`config.mk`:
```
export PLATFORM = sky130hd
export DESIGN_NAME = vfd_speed_ramp_ctrl
export DESIGN_NICKNAME = d
export VERILOG_FILES = /design/src/rtl/vfd_speed_ramp_ctrl.sv
export SDC_FILE = /design/constraint.sdc
export NUM_CORES = 1
export LEC_CHECK = 0
export ABC_AREA = 1
export CORE_UTILIZATION = 45
export CTS_CLUSTER_DIAMETER = 200
export DETAILED_ROUTE_END_ITERATION = 7
export DONT_BUFFER_PORTS = 1
export GPL_ROUTABILITY_DRIVEN = 0
export GPL_TIMING_DRIVEN = 0
export PLACE_DENSITY_LB_ADDON = 0.3
export REMOVE_ABC_BUFFERS = 1
export SETUP_SLACK_MARGIN = 0.2
export SYNTH_ARGS = -nofsm -noshare
export SYNTH_HDL_FRONTEND = slang
export SYNTH_SLANG_ARGS = --single-unit
```
`constraint.sdc`:
```
create_clock -name clk_in -period 2.8 [get_ports clk_in]
set_input_delay 0.42 -clock clk_in [delete_from_list [all_inputs] [get_ports clk_in]]
set_output_delay 0.42 -clock clk_in [all_outputs]
set_load 0.02 [all_outputs]
```
`src/rtl/vfd_speed_ramp_ctrl.sv`:
```
// Speed-ramp controller for the VFD modulation path: ramps cur_freq toward a
// commanded target and advances the phase accumulator on a periodic sample strobe.
module vfd_speed_ramp_ctrl #(
  parameter int                FREQ_W     = 16,
  parameter int                PHASE_W    = 24,
  parameter int                SAMPLE_DIV = 100,
  parameter int                RAMP_DIV   = 10000,
  parameter int                RAMP_STEP  = 4,
  parameter logic [FREQ_W-1:0] FREQ_MAX   = FREQ_W'(50000)
) (
  input  logic               clk_in,
  input  logic               reset,
  input  logic               cmd_valid,
  output logic               cmd_ready,
  input  logic [FREQ_W-1:0]  cmd_freq,
  input  logic               stop_req,
  input  logic               estop,
  output logic [FREQ_W-1:0]  cur_freq,
  output logic [PHASE_W-1:0] phase,
  output logic               sample_stb,
  output logic [2:0]         state,
  output logic               at_speed,
  output logic               busy
);

  localparam int SCW = $clog2(SAMPLE_DIV);
  localparam int RCW = $clog2(RAMP_DIV);
  localparam logic [SCW-1:0]  S_LAST = SCW'(SAMPLE_DIV - 1);
  localparam logic [RCW-1:0]  R_LAST = RCW'(RAMP_DIV - 1);
  localparam logic [FREQ_W:0] STEP_X = (FREQ_W + 1)'(RAMP_STEP);

  typedef enum logic [2:0] {
    S_IDLE   = 3'd0,
    S_ACCEL  = 3'd1,
    S_CRUISE = 3'd2,
    S_DECEL  = 3'd3,
    S_STOP   = 3'd4
  } state_t;

  state_t              state_q, state_d;
  logic [SCW-1:0]      scnt_q, scnt_d;
  logic [RCW-1:0]      rcnt_q, rcnt_d;
  logic                stb_q, stb_d;
  logic [FREQ_W-1:0]   cur_q, cur_d, tgt_q, tgt_d, tgt_new;
  logic [PHASE_W-1:0]  phase_q, phase_d;
  logic [FREQ_W:0]     cur_up;
  logic                s_wrap, ramp_tick, accept;

  assign s_wrap    = (scnt_q == S_LAST);
  assign ramp_tick = (rcnt_q == R_LAST);
  assign scnt_d    = s_wrap ? '0 : scnt_q + 1'b1;
  assign rcnt_d    = ramp_tick ? '0 : rcnt_q + 1'b1;
  assign stb_d     = s_wrap;

  assign cmd_ready = !estop && !stop_req && (state_q != S_STOP);
  assign accept    = cmd_valid && cmd_ready;
  assign tgt_new   = (cmd_freq > FREQ_MAX) ? FREQ_MAX : cmd_freq;
  // One extra bit so the ramp step can never wrap past the word width.
  assign cur_up    = {1'b0, cur_q} + STEP_X;

  always_comb begin
    state_d = state_q;
    cur_d   = cur_q;
    tgt_d   = tgt_q;
    phase_d = s_wrap ? phase_q + PHASE_W'(cur_q) : phase_q;
    if (estop) begin
      state_d = S_IDLE;
      cur_d   = '0;
      tgt_d   = '0;
      phase_d = '0;
    end else if (stop_req && (state_q == S_ACCEL || state_q == S_CRUISE ||
                              state_q == S_DECEL)) begin
      state_d = S_STOP;
    end else if (accept) begin
      // A ramp tick landing on an accept is dropped; cur_freq holds.
      tgt_d = tgt_new;
      if (tgt_new > cur_q)      state_d = S_ACCEL;
      else if (tgt_new < cur_q) state_d = S_DECEL;
      else if (tgt_new != '0)   state_d = S_CRUISE;
      else                      state_d = S_IDLE;
    end else if (ramp_tick) begin
      case (state_q)
        S_ACCEL: begin
          if (cur_up >= {1'b0, tgt_q}) begin
            cur_d   = tgt_q;
            state_d = S_CRUISE;
          end else begin
            cur_d = cur_up[FREQ_W-1:0];
          end
        end
        S_DECEL: begin
          if ({1'b0, cur_q} <= {1'b0, tgt_q} + STEP_X) begin
            cur_d   = tgt_q;
            state_d = (tgt_q == '0) ? S_IDLE : S_CRUISE;
          end else begin
            cur_d = cur_q - STEP_X[FREQ_W-1:0];
          end
        end
        S_STOP: begin
          if ({1'b0, cur_q} <= STEP_X) begin
            cur_d   = '0;
            tgt_d   = '0;
            state_d = S_IDLE;
          end else begin
            cur_d = cur_q - STEP_X[FREQ_W-1:0];
          end
        end
        default: ;
      endcase
    end
  end

  always_ff @(posedge clk_in or posedge reset) begin
    if (reset) begin
      state_q <= S_IDLE;
      scnt_q  <= '0;
      rcnt_q  <= '0;
      stb_q   <= 1'b0;
      cur_q   <= '0;
      tgt_q   <= '0;
      phase_q <= '0;
    end else begin
      state_q <= state_d;
      scnt_q  <= scnt_d;
      rcnt_q  <= rcnt_d;
      stb_q   <= stb_d;
      cur_q   <= cur_d;
      tgt_q   <= tgt_d;
      phase_q <= phase_d;
    end
  end

  assign cur_freq   = cur_q;
  assign phase      = phase_q;
  assign sample_stb = stb_q;
  assign state      = state_q;
  assign at_speed   = (state_q == S_CRUISE);
  assign busy       = (state_q == S_ACCEL) || (state_q == S_DECEL) || (state_q == S_STOP);

endmodule

```
Word level (Yosys, flattened, before mapping)

Index checks and enable logic that the tools add are counted.

Register bits after elaboration: 81
Bits of input ports: 21
Output and inout bits: 47
Logic and storage cells: 85

Add/sub/neg operators: 6
$lt $le $gt $ge: 6
Equality and inequality tests: 12
Muxes and demuxes: 31
Reduce and logical (&&, ||, !) cells: 23

Operators with widths:

| operator                                                                 | number |
|---|---|
| 16-bit 2-to-1 mux                                                        | 14 |
| 24-bit 2-to-1 mux                                                        | 2 |
| 16-bit one-hot mux with 3 select lines                                   | 1 |
| 16-bit by 3-bit adder with 17-bit output (second input constant)         | 2 |
| 24-bit by 16-bit adder with 24-bit output                                | 1 |
| 3-bit 2-to-1 mux                                                         | 7 |
| 17-bit by 16-bit greater-or-equal comparator with 1-bit output           | 1 |
| 16-bit by 17-bit <= comparator with 1-bit output                         | 1 |
| 16-bit greater-than comparator                                           | 1 |
| 16-bit greater-than comparator (second input constant)                   | 1 |
| 16-bit by 3-bit <= comparator with 1-bit output (second input constant)  | 1 |
| 16-bit zero test                                                         | 1 |
| 16-bit less-than comparator                                              | 1 |
| 16-bit nonzero test                                                      | 1 |
| 16-bit by 3-bit subtractor with 16-bit output (second input constant)    | 1 |
| 14-bit by 1-bit adder with 14-bit output (second input constant)         | 1 |
| 14-bit == test (second input constant)                                   | 1 |
| 14-bit 2-to-1 mux                                                        | 1 |
| 5-bit by 3-bit inequality test with 1-bit output (second input constant) | 2 |
| 3-bit one-hot mux with 3 select lines                                    | 1 |
| 3-bit nonzero test                                                       | 3 |
| 2-bit 2-to-1 mux                                                         | 4 |
| 4-bit AND reduction                                                      | 2 |
| 4-bit nonzero test                                                       | 2 |
| other kinds (15)                                                         | 25 |

Longest topological paths before layout

Gate-level depths: netlist (run 1).

Depth in word-level cells: 9
Depth in mapped cells: 24
Gate-level depth less buffers: 23

Worst setup path before layout (run 1)

No wires, ideal clock.

Kind: register to register
From: reg cur_q[3], in the netlist cur_freq[3]
To: reg cur_q[15], in the netlist cur_freq[15]
Arrival time: 2966 ps
Data required time: 2683 ps
Path slack: -284 ps
Stages on the path, launching flop included: 23
Path buffers: 1
Clock period less this slack: 3084 ps
Cells stage by stage: dfrtp_1 -> ha_1 -> nand3_1 -> inv_1 -> nand2_2 -> nor2_4 -> nand2_1 -> o21ai_0 -> inv_1 -> ha_1 -> nand2_1 -> nor2_1 -> nand4_1 -> or2_2 -> nand3_1 -> nand2_2 -> buf_2 -> nand4_1 -> nand3_1 -> nand2_1 -> clkinv_1 -> nand2_1 -> nand2_1

Longest elaborated chain between the ends: 8
Elaborated cells between the ends (all ways): 13

Ends and longest elaborated chain:

| element                                                        | RTL line | source |
|---|---|---|
| start: declaration                                             | 44       | `logic [FREQ_W-1:0] cur_q, cur_d, tgt_q, tgt_d, tgt_new;` |
| start signal: assignment                                       | 127      | `cur_q <= cur_d;` |
| 16-bit by 3-bit adder with 17-bit output                       | 59       | `assign cur_up = {1'b0, cur_q} + STEP_X;` |
| 17-bit by 16-bit greater-or-equal comparator with 1-bit output | 84       | `if (cur_up >= {1'b0, tgt_q}) begin` |
| 16-bit 2-to-1 mux                                              | 84       |  |
| 16-bit one-hot mux with 3 select lines *                       | 82       | `case (state_q)` |
| 16-bit 2-to-1 mux *                                            | 81       | `end else if (ramp_tick) begin` |
| 16-bit 2-to-1 mux *                                            | 74       | `end else if (accept) begin` |
| 16-bit 2-to-1 mux *                                            | 71       | `end else if (stop_req && (state_q == S_ACCEL \|\| state_q == S_CRUISE \|\|` |
| 16-bit 2-to-1 mux *                                            | 66       | `if (estop) begin` |

Mark *: on every way between the ends. The rest lies on a longest branch, timed or not. The select of a mux whose other input is x is not followed.
A chain may end at the register's enable or synchronous reset.

Worst setup path in the final report (run 1)

From: reg cur_q[11], in the netlist cur_freq[11]
To: reg cur_q[5], in the netlist cur_freq[5]

The elaborated chain is that of the path after synthesis.

==> impl_metrics.toml, run 1 <==
[layout]
antenna_cells = 0
final_cells = 1324
postLayoutCellArea_um2 = 8570
multi_input_area_um2 = 5010
layout-drive-gt1-share_pct = 15.1
seqCellArea_um2 = 2050
area_growth_syn_to_layout_pct = 17.6
nets = 1192
num-fill-cells = 1511

[synthesis]
yosys_most_used_dff = "dfrtp_1"
async_reset_ff_share_pct = 100
synth_cell_type_count = 45
synth_most_common_cell = "nand2_1"
synth.top_cell.area_share_pct = 27.8
synth_seq_area_share_pct = 27.8
synth_top_area_cell = "dfrtp_1"
ys_warn_count = 0
synth-edff-count = 0
syn_area_um2 = 7290
synth.top_cells.by_count = "nand2_1, inv_1, nor2_1, nand3_1, dfrtp_1"
synth_cells = 1073
postSynthAreaPerCell_um2 = 6.79
synth.area.top_cells = "dfrtp_1, nand2_1, ha_1"
ys_seq_elements = 81

[worst_setup_path]
cp.arrival_ns = 3.49
path_class = "flop to flop"
startpoint_type = "flop"
rr_endpoint = "cur_freq[5]"
timing.rr.start = "cur_freq[11]"
cp_max_fo = 9
startpoint = "cur_freq[11]"
worstSetupEndpointType = "flop"
crit_path_end = "cur_freq[5]"
crit_required_ns = 3.04
reg2reg_setup_slack_ns = -0.45
ff2ff_path_depth = 19

[die]
core_um2 = 15800
die_w_um = 129
initial_utilization_pct = 46.1
dieArea_um2 = 16700
ioPinCount = 68
std_cell_rows = 46
die_y_um = 129

[route]
drc = 0
via_per_inst = 5.63
wl_per_cell_um = 17.1
drtIter0Drc = 660
vias = 7460
ant_nets = 0
wl_mm = 22.7
drtPass1Iterations = 5

[global_routing]
grt-busiest-layer = "met2"
grt_use_total_pct = 27.4
gr-total-overflow = 0
grt_pass1_vias = 6833
grt_max_degree = 45
met2_usage_pct = 42.7
gr-usage-met1_pct = 35.7
grt_pass1_wl_mm = 35.2
antenna_found_initial = 0
grt_use_met3_pct = 6.85

[clock_network]
root_buffer = "clkbuf_16"
worstSkewPairLatency_ns = 0.36
clk_pin_slew_ns = 0.06
tritoncts = "yes"
cts_max_path_buffers = 2
numClockSinks = 81
htreeDepth = 3
cts_buffers = 9

[placed_design]
dp_cells = 1265
post-place-ws_ns = -1.49
place_area_um2 = 7460
portBuffers = 0
dp_hpwl_mm = 15.8

[status]
violations = "negative setup slack"
outcome = "finished, violations left"

[power]
p_leak_nw = 4.34
irDropWorstVdd_uv = 465
p_per_area_nw_per_um2 = 974
finalPower_w = 0.00835

[min_path]
min-delay-start = "estop"
hold_class = "input pin to flop"

[sta]
slew_headroom_pct = 14.5
rsz0062_at_grt = "yes"
clock.fmax_ghz = 0.307
fin_crit_ns = 3.25
fin_ws_ns = -0.454
finalHoldViolations = 0
slew_viol_final = 0
skew_ns = 0.0104
worst_pin_slew_ns = 1.28
finalCritPeriodShare_pct = 116
setup_viol_count_final = 19

[flow_run]
cap_viol_max_count = 0
-- stage by stage --
step	TNS [ns]	util, %	hold WS [ns]
after floorplan	-7.51	-	0.433
after global placement	-78.62	46.9	0.448
after detailed placement	-27.82	47.1	0.361
after CTS	-7.89	52.2	0.135
after global routing	-11.34	54.2	0.136
final	-7.96	54.2	0.141
-- cells by family after synthesis --
| logic type | Yosys count | synth area share, % |
|---|---|---|
| xor+xnor | 42 | 5.05 |
| buf+inv | 177 | 9.65 |
| compound gates | 142 | 10.9 |
| simple gates | 563 | 34.8 |
| fa+ha+maj | 68 | 11.8 |
| flops | 81 | 27.8 |
-- per-layer routing --
layer	vias to the layer above	wire, um
met5	-	0
met4	0	757
met3	60	2140
met2	354	10200
met1	3428	9540
li1	3618	-
-- flip-flops by register name, summed over array words and instances (netlist names) --
name        flops
phase          24
cur_freq       16
tgt_q          16
rcnt_q         14
scnt_q          7
state           3
sample_stb      1
-- final cells by class --
cell class	instances	share of cell area, %
Clock buffer	10	2.67
Clock inverter	6	0.788
Inverter	152	6.79
Multi-Input combinational cell	821	58.4
Sequential cell	81	23.9
Tap cell	216	3.15
Timing Repair Buffer	38	4.26
-- placed cells by master (no fill, tap or decap), drive strengths merged, types with 3 or more instances in the layout --
cell and count:
o31ai 4, ha 67, nor4 8, o21a 4, xnor2 7, clkbuf 11
o22ai 13, clkinv 5, nand2 288, clkinvlp 3, nor2 105, xor2 35
dfrtp 81, buf 36, a21oi 53, inv 149, nand3 94, nand4 43
a31oi 3, o21ai 53, nor3 28, a21boi 3
-- worst min-delay path by stage --
stage	endpoint	slack [ns]	cells after the start
3_5_place_dp	phase[15]	0.36	1
5_1_grt	phase[17]	0.14	1
6_report	phase[17]	0.14	1
4_1_cts	phase[17]	0.13	1
2_1_floorplan	rcnt_q[0]	0.43	1
3_3_place_gp	scnt_q[0]	0.45	1
-- what timing repair did --
action | in CTS | in global routing
pin swaps | 27 | 36
hold buffers | 1 | 0
setup endpoints to repair | 41 | 28
resized for setup | 65 | 53
setup buffers | 27 | 9
endpoints found under the hold margin | 36 | 0
gates cloned | 5 | 1
-- report_power, final --
part	internal, W	switching, W
clock network	0.000695	0.000536
registers	0.00131	0.000480
logic	0.00193	0.00340
-- critical path, cell delays in order (launching register included) --
cell      delay (ns)
dfrtp_1         0.75
inv_1           0.29
nor3_1          0.28
o21ai_2         0.07
inv_1           0.13
ha_4            0.22
nand2_1         0.09
nor2_2          0.06
nand4_1         0.10
nand2_1         0.09
nor2_2          0.13
nand3_4         0.17
nand2_8         0.15
nand3_4         0.16
nand2_1         0.12
nand3_1         0.07
nand2_1         0.10
clkinv_1        0.06
nand2_1         0.05
nand2_1         0.04
Power figures use the tool's default switching activity.
==> run 2, diff against run 1 <==
- TNS_END_PERCENT: default -> 1
==> impl_metrics.toml, run 2 (synthesis results as in run 1) <==
[status]
outcome = "finished, violations left"
violations = "negative setup slack"

[sta]
setup_viol_count_final = 19
slew_headroom_pct = 11.7
slew_viol_final = 0
clock.fmax_ghz = 0.296
worst_pin_slew_ns = 1.32
skew_ns = 0.00863
rsz0062_at_grt = "yes"
fin_ws_ns = -0.578
fin_crit_ns = 3.38
finalHoldViolations = 0
finalCritPeriodShare_pct = 121

[clock_network]
numClockSinks = 81
worstSkewPairLatency_ns = 0.35
clk_pin_slew_ns = 0.06
cts_max_path_buffers = 2
root_buffer = "clkbuf_16"
tritoncts = "yes"
htreeDepth = 3
cts_buffers = 9

[route]
drtPass1Iterations = 5
drc = 0
wl_mm = 22.8
vias = 7458
ant_nets = 0
drtIter0Drc = 710
wl_per_cell_um = 17.3
via_per_inst = 5.65

[worst_setup_path]
rr_endpoint = "cur_freq[13]"
path_class = "flop to flop"
cp_max_fo = 6
startpoint_type = "flop"
worstSetupEndpointType = "flop"
reg2reg_setup_slack_ns = -0.58
timing.rr.start = "tgt_q[6]"
ff2ff_path_depth = 19
cp.arrival_ns = 3.67
crit_required_ns = 3.09

[die]
die_w_um = 129
dieArea_um2 = 16700
ioPinCount = 68
std_cell_rows = 46
core_um2 = 15800
initial_utilization_pct = 46.1
die_y_um = 129

[layout]
largest_reg_flops = 24
final_cells = 1320
area_growth_syn_to_layout_pct = 16.7
most-common-layout-cells = "nand2_1, inv_1, nor2_1, nand3_1, dfrtp_1"
nets = 1188
final_common_cell = "nand2_1"
antenna_cells = 0
layout-drive-gt1-share_pct = 14.4

[power]
clkPwrFrac_pct = 14.6
pwr-share-comb_pct = 64.1
p_per_area_nw_per_um2 = 984
p_leak_nw = 4.32
p_int_w = 0.00391
finalPower_w = 0.00837
pwr-share-seq_pct = 21.3
p_sw_w = 0.00446
p_sw_share_pct = 53.3
irDropWorstVdd_uv = 526

[global_routing]
antenna_found_initial = 0
gr-total-overflow = 0
grt_pass1_vias = 6865
grt_use_total_pct = 27.4
grt_pass1_wl_mm = 35.2
grt_max_degree = 45

[placed_design]
dp_cells = 1265
dp_hpwl_mm = 15.8
portBuffers = 0

[min_path]
min-delay-start = "estop"
hold_class = "input pin to flop"
holdPathEnd = "phase[17]"
hold_depth = 1

[flow_run]
cap_viol_max_count = 0
[run 2: cell types whose count changed in the layout (fill, tap and decap cells not counted), sizes merged]
cell | before | now
buf | 36 | 33
clkbuf | 11 | 10
[run 2: worst max-delay path by stage]
stage | from | end | slack, ns | cells past startpoint
CTS | tgt_q[2] | cur_freq[2] | -0.44 | 23
global placement | state[2] | cur_freq[12] | -1.41 | 12
detailed placement | state[2] | cur_freq[12] | -1.49 | 12
floorplan | cur_freq[2] | cur_freq[0] | -0.43 | 20
finish | tgt_q[6] | cur_freq[13] | -0.58 | 19
global route | tgt_q[6] | cur_freq[11] | -0.73 | 20
[run 2: layout make-up]
type / count / area [um^2]
inverter: 152 / 582
fill: 1531 / 7320
multi-input combinational: 821 / 4980
tap: 216 / 270
timing repair buffer: 34 / 325
clock inverter: 6 / 67.6
clock buffer: 10 / 229
sequential: 81 / 2050
[run 2: what timing repair did]
item | CTS | global route
buffers inserted | 27 | 5
endpoints found under the setup margin | 41 | 43
gates cloned | 5 | 1
endpoints found under the hold margin | 36 | 0
pin swaps | 21 | 51
resized for setup | 57 | 58
hold buffers | 1 | 0
[run 2: through the flow]
stage	area, um^2	utilization [%]	setup TNS [ns]	hold slack [ns]	setup WS [ns]
3_3_place_gp	7430	46.9	-78.62	0.448	-1.41
5_1_grt	8510	53.7	-13.51	0.136	-0.728
2_1_floorplan	7160	-	-7.51	0.433	-0.434
6_report	8510	53.7	-10.32	0.140	-0.578
3_5_place_dp	7460	47.1	-27.82	0.361	-1.49
4_1_cts	8240	52.0	-7.99	0.135	-0.444
[run 2: worst max-delay path, cell delays in order (launching register included)]
cell	delay (ns)
dfrtp_1	0.46
inv_1	0.19
nor3_4	0.22
nand2_1	0.09
nor2_2	0.13
nand3_2	0.12
nor3_4	0.19
nand3_1	0.12
xor2_1	0.16
ha_1	0.35
nand4_1	0.18
nor4_2	0.31
nand2_2	0.14
buf_12	0.18
buf_6	0.12
nand3_2	0.07
nand3_1	0.09
nand2_1	0.10
nand2_1	0.05
nand2_1	0.05
[run 2: power by group through the flow]
| stage | registers [W] | logic (W) | clock network [W] |
|---|---|---|---|
| floorplan | 0.00163 | 0.00284 | 0 |
| global placement | 0.00178 | 0.00357 | 0 |
| detailed placement | 0.00179 | 0.00365 | 0 |
| CTS | 0.00177 | 0.00458 | 0.00124 |
| global route | 0.00180 | 0.00581 | 0.00128 |
| finish | 0.00178 | 0.00537 | 0.00122 |
[run 2: routing by layer]
| metal | vias up | part of all wire [%] | GRT usage (%) |
|---|---|---|---|
| met1 | 3462 | 43 | 35.8 |
| met4 | 0 | 3.7 | 12.5 |
| met2 | 317 | 45 | 42.5 |
| met3 | 66 | 8.3 | 6.90 |
| met5 | - | 0 | 0 |
| li1 | 3613 | - | - |
